[src/rtl/tx_arb_pkg.sv]
// Shared types and helpers for the TX frame arbiter.
package tx_arb_pkg;

   localparam int unsigned LEN_W = 16;

   typedef enum logic [2:0] {
      IDLE,
      HDR_HI,
      HDR_LO,
      PAYLOAD,
      DROP,
      GAP
   } state_t;

   // Width of a source index; never narrower than one bit.
   function automatic int unsigned idx_w(input int unsigned n);
      return (n > 1) ? $clog2(n) : 1;
   endfunction

endpackage

[src/rtl/tx_frame_arbiter_rr_pick.sv]
// Round-robin priority encoder: first requester at or above ptr, with wrap.
module rr_pick
   import tx_arb_pkg::*;
#(
   parameter  int unsigned N_SRC = 2,
   localparam int unsigned IW    = idx_w(N_SRC)
) (
   input  logic [N_SRC-1:0] req,
   input  logic [IW-1:0]    ptr,
   output logic [IW-1:0]    gnt_idx,
   output logic             any
);

   logic [IW-1:0] idx;

   // Scan from the farthest offset down so the nearest requester wins last.
   always_comb begin
      gnt_idx = '0;
      any     = 1'b0;
      idx     = '0;
      for (int unsigned k = 0; k < N_SRC; k++) begin
         idx = IW'((32'(ptr) + (N_SRC - 1 - k)) % N_SRC);
         if (req[idx]) begin
            gnt_idx = idx;
            any     = 1'b1;
         end
      end
   end

endmodule

[src/rtl/tx_frame_arbiter.sv]
// Frame-granular round-robin arbiter for length-prefixed byte streams onto one MAC TX port.
module tx_frame_arbiter
   import tx_arb_pkg::*;
#(
   parameter  int unsigned N_SRC      = 2,
   parameter  int unsigned MAX_LEN    = 1500,
   parameter  int unsigned GAP_CYCLES = 12,
   localparam int unsigned IW         = idx_w(N_SRC)
) (
   input  logic               clk,
   input  logic               reset_n,
   input  logic [N_SRC-1:0]   s_tvalid,
   input  logic [8*N_SRC-1:0] s_tdata,
   output logic [N_SRC-1:0]   s_tready,
   output logic               m_tvalid,
   output logic [7:0]         m_tdata,
   output logic               m_tlast,
   input  logic               m_tready,
   output logic [IW-1:0]      grant_id,
   output logic               busy,
   output logic               len_err
);

   localparam int unsigned GAP_W      = (GAP_CYCLES > 0) ? $clog2(GAP_CYCLES + 1) : 1;
   localparam state_t      POST_FRAME = (GAP_CYCLES > 0) ? GAP : IDLE;

   state_t           state, state_nxt;
   logic [IW-1:0]    rr_ptr, rr_nxt, grant_nxt, pick_idx;
   logic             pick_any;
   logic [7:0]       len_hi, len_hi_nxt;
   logic [LEN_W-1:0] remaining, rem_nxt, len_cur;
   logic [GAP_W-1:0] gap_cnt, gap_nxt;
   logic             len_err_nxt;
   logic             src_valid, xfer, fwd, frame_done, rem_last;
   logic [7:0]       src_byte;

   rr_pick #(.N_SRC(N_SRC)) u_pick (
      .req     (s_tvalid),
      .ptr     (rr_ptr),
      .gnt_idx (pick_idx),
      .any     (pick_any)
   );

   // State and datapath registers.
   always_ff @(posedge clk) begin
      if (!reset_n) begin
         state     <= IDLE;
         grant_id  <= '0;
         rr_ptr    <= '0;
         len_hi    <= '0;
         remaining <= '0;
         gap_cnt   <= '0;
         len_err   <= 1'b0;
      end else begin
         state     <= state_nxt;
         grant_id  <= grant_nxt;
         rr_ptr    <= rr_nxt;
         len_hi    <= len_hi_nxt;
         remaining <= rem_nxt;
         gap_cnt   <= gap_nxt;
         len_err   <= len_err_nxt;
      end
   end

   // Next-state logic and the zero-latency pass-through of the granted source.
   always_comb begin
      state_nxt   = state;
      grant_nxt   = grant_id;
      rr_nxt      = rr_ptr;
      len_hi_nxt  = len_hi;
      rem_nxt     = remaining;
      gap_nxt     = gap_cnt;
      len_err_nxt = 1'b0;
      frame_done  = 1'b0;
      m_tvalid    = 1'b0;
      m_tdata     = '0;
      m_tlast     = 1'b0;
      s_tready    = '0;

      src_valid = s_tvalid[grant_id];
      src_byte  = s_tdata[{grant_id, 3'b000} +: 8];
      xfer      = src_valid & m_tready;
      len_cur   = {len_hi, src_byte};
      rem_last  = (remaining == LEN_W'(1));
      fwd       = (state == HDR_HI) || (state == HDR_LO) || (state == PAYLOAD);

      if (fwd) begin
         m_tvalid           = src_valid;
         m_tdata            = src_byte;
         s_tready[grant_id] = m_tready;
      end

      case (state)
         IDLE: begin
            if (pick_any) begin
               grant_nxt = pick_idx;
               state_nxt = HDR_HI;
            end
         end
         HDR_HI: begin
            if (xfer) begin
               len_hi_nxt = src_byte;
               state_nxt  = HDR_LO;
            end
         end
         HDR_LO: begin
            if (len_cur == '0) begin
               m_tlast    = src_valid;
               frame_done = xfer;
            end else if (32'(len_cur) > MAX_LEN) begin
               m_tlast = src_valid;
               if (xfer) begin
                  len_err_nxt = 1'b1;
                  rem_nxt     = len_cur;
                  state_nxt   = DROP;
               end
            end else if (xfer) begin
               rem_nxt   = len_cur;
               state_nxt = PAYLOAD;
            end
         end
         PAYLOAD: begin
            m_tlast = src_valid & rem_last;
            if (xfer) begin
               rem_nxt    = remaining - LEN_W'(1);
               frame_done = rem_last;
            end
         end
         DROP: begin
            s_tready[grant_id] = 1'b1;
            if (src_valid) begin
               rem_nxt    = remaining - LEN_W'(1);
               frame_done = rem_last;
            end
         end
         GAP: begin
            if (gap_cnt <= GAP_W'(1)) state_nxt = IDLE;
            else                      gap_nxt   = gap_cnt - GAP_W'(1);
         end
         default: state_nxt = IDLE;
      endcase

      if (frame_done) begin
         state_nxt = POST_FRAME;
         gap_nxt   = GAP_W'(GAP_CYCLES);
         rr_nxt    = (grant_id == IW'(N_SRC - 1)) ? '0 : grant_id + IW'(1);
      end

      busy = reset_n && (state != IDLE);
      if (!reset_n) begin
         m_tvalid = 1'b0;
         m_tlast  = 1'b0;
         s_tready = '0;
      end
   end

endmodule

[config.mk]
export PLATFORM = sky130hd
export DESIGN_NAME = tx_frame_arbiter
export DESIGN_NICKNAME = d
export VERILOG_FILES = /design/src/rtl/tx_arb_pkg.sv /design/src/rtl/tx_frame_arbiter_rr_pick.sv /design/src/rtl/tx_frame_arbiter.sv
export SDC_FILE = /design/constraint.sdc
export NUM_CORES = 1
export LEC_CHECK = 0
export BUFFER_PORTS_ARGS = -buffer_cell sky130_fd_sc_hd__buf_2
export CORE_MARGIN = 5
export CORE_UTILIZATION = 50
export DETAILED_ROUTE_END_ITERATION = 12
export PLACE_DENSITY = 0.75
export SYNTH_ARGS = -nofsm -noshare
export SYNTH_HDL_FRONTEND = slang
export SYNTH_SLANG_ARGS = --single-unit
[constraint.sdc]
create_clock -name clk -period 4.3 [get_ports clk]
set_clock_uncertainty 0.05 [all_clocks]
set_input_delay 0.215 -clock clk [delete_from_list [all_inputs] [get_ports clk]]
set_output_delay 0.215 -clock clk [all_outputs]
set_load 0.01 [all_outputs]
==> results.py <==
metrics = {
    "place": {
        "postPlaceCellArea_um2": 2490,
        "port-buffer-count": 35,
        "gp_congestion": 0.909,
        "dpl.cell_count": 382,
        "place_hpwl_mm": 4.32,
    },
    "global_routing": {
        "grt_pass1_wl_mm": 10.2,
        "antenna_found_initial": 0,
        "grt_pass1_vias": 2137,
        "grt_use_total": 0.202,
        "grt_max_degree": 28,
        "grt-ovfl-total": 0,
    },
    "power_and_ir_drop": {
        "irDropWorstVdd_uv": 213,
        "switchingPower_uw": 323,
        "pwr-share-seq": 0.414,
        "leakage_nw": 1.04,
        "power_frac_clock": 0.284,
        "switching_share": 0.363,
        "internal_power_uw": 567,
        "power.density_nw_per_um2": 344,
        "pwr-share-comb": 0.301,
    },
    "clock_network": {
        "clock_latency_ps": 290,
        "cts-hold-fix-buffers": 0,
        "numCtsBuffers": 5,
        "cts_tree": "done",
        "cts-root-buf": "clkbuf_8",
        "cts_max_level": 2,
        "cts_resized": 0,
        "cts_buffer_depth": 2,
        "postCtsSetupBuffers": 0,
        "cts.clk_slew.worst_paths_ps": 80,
        "clkSinkCount": 34,
    },
    "timing": {
        "setup_viol": 0,
        "fin_crit_ps": 3050,
        "hold_viol_final": 0,
        "worstMarginPinSlew_ps": 1090,
        "finalCritPeriodShare": 0.710,
        "setup_tns_ps": 0,
        "rsz0062_at_grt": "no",
        "slew-limit-headroom": 0.273,
        "max_freq_ghz": 0.328,
        "maxSlewViolCount": 0,
    },
    "flow_run": {
        "timing.max_cap.violations": 0,
    },
    "worst_setup_path": {
        "worst_setup_path_end_kind": "register",
        "startpoint": "grant_id",
        "cp.required_ps": 4440,
        "rr_endpoint": "remaining[13]",
        "arrival_ps": 3190,
        "regToRegSetupSlack_ps": 1250,
        "setup.worst_path.end": "remaining[13]",
        "path_class": "register to register",
        "r2r-start": "grant_id",
        "critPathMaxFanout": 27,
        "r2r_cells": 6,
        "start_kind": "register",
    },
    "route": {
        "wire_per_inst_um": 15.5,
        "drcViolationCount": 0,
        "drtIter0Drc": 309,
        "postRouteAntennaNets": 0,
        "viasPerCell": 6.04,
        "drt_first_pass_iters": 5,
        "wl_mm": 6.04,
        "vias": 2354,
    },
    "min_path": {
        "min_path_type": "input pin to register",
    },
    "die": {
        "design.core.area_um2": 4440,
        "io_pins": 36,
        "start_util": 0.526,
        "rows": 24,
        "die_y_um": 78.4,
        "die_w_um": 78.4,
        "dieArea_um2": 6140,
    },
    "layout": {
        "diodes": 0,
        "layoutNonFillerInstCount": 390,
        "drive_gt1_frac": 0.186,
        "area.growth.synth_to_final_pct": 10.5,
        "nNetsFinal": 362,
        "postLayoutCellArea_um2": 2580,
    },
    "synth": {
        "yosysTopAreaCell": "dfxtp_1",
        "yosysSeqAreaShare": 0.291,
        "yosysMostFrequentCell": "nor2_1",
        "ys_seq_elements": 34,
        "synthFlopType": "dfxtp_1",
        "netlist_top_cells_count": "nor2_1, dfxtp_1, nand2_1",
        "yosys_warnings": 0,
        "syn-cell-area_um2": 2340,
        "synthesis.nets": 336,
        "synth_cells": 311,
        "yosys.area.top_type_share": 0.291,
        "synth_cell_types": 60,
        "synth_edf_count": 0,
        "avgSynthCellArea_um2": 7.52,
        "async_flop_share": 0,
        "ys_top_cells_by_area": "dfxtp_1, nor2_1, a21oi_1, nand2_1, mux2i_1",
    },
    "outcome": {
        "status": "complete, no violations",
    },
}
[how the worst min path moves through the flow]
stage | from | endpoint | slack (ps) | cells after the start
4_1_cts | s_tvalid[1] | grant_id | 210 | 3
6_report | s_tvalid[1] | grant_id | 210 | 3
2_1_floorplan | s_tvalid[1] | grant_id | 330 | 2
5_1_grt | s_tvalid[1] | grant_id | 240 | 3
3_3_place_gp | rr_ptr | rr_ptr | 400 | 2
3_5_place_dp | rr_ptr | rr_ptr | 400 | 2
[power groups by stage]
stage                     sequential, mW  clock [mW]  combinational (mW)
final                              0.369       0.253               0.268
after global routing               0.371       0.274               0.299
after CTS                          0.367       0.256               0.267
after detailed placement           0.374           0               0.265
after global placement             0.374           0               0.263
after floorplan                    0.354           0               0.214
[routing by layer]
layer,track usage,routed length [µm]
met1,0.284,2900
met2,0.304,2700
met3,0.0481,341
met4,0.0664,103
met5,0,0
[kinds of logic (layout without fill, tap and decap cells)]
group,after synthesis,after routing,synth area share
simple gates,142,142,0.304
xor+xnor,3,3,0.0112
compound gates,89,89,0.262
mux,11,11,0.0493
buf+inv,28,55,0.0605
fa+ha+maj,4,4,0.0214
flops,34,34,0.291
[registers in the layout (all words and copies together) (netlist names)]
signal,flops
len_err,1
remaining,16
grant_id,1
state,3
len_hi,8
rr_ptr,1
gap_cnt,4
[cell usage in the layout, fill, tap and decap left out, drive strengths merged, types with 9 or more instances in the layout]
cell,count
nor3,15
mux2i,10
dfxtp,34
a21oi,28
inv,9
buf,37
o21ai,20
a211oi,10
nor2,51
nand3,10
nand2,34
[metrics by stage]
stage	total power, mW	utilization	setup slack (ps)	hold WS, ps
CTS	0.889	0.581	1290	212
floorplan	0.568	-	2340	330
finish	0.890	0.581	1250	209
detailed placement	0.639	0.560	1300	403
global placement	0.637	0.560	1410	401
global route	0.945	0.581	986	242
[critical path, stage by stage, from the launching register on]
cell and delay, ps:
dfxtp_1 830, mux2i_1 460, o2111ai_2 230, o31ai_4 910
buf_4 280, a21oi_1 50, o32ai_1 140
[area by class of cell]
cell class | count | area [µm²]
repair buffers | 37 | 190
multi-input cells | 249 | 1520
well taps | 52 | 65.1
inverters | 10 | 37.5
fillers | 413 | 1860
clock buffers | 6 | 82.6
clock inverters | 2 | 12.5
flip-flops and latches | 34 | 681
Note: power is estimated with default switching activity, not from simulation.
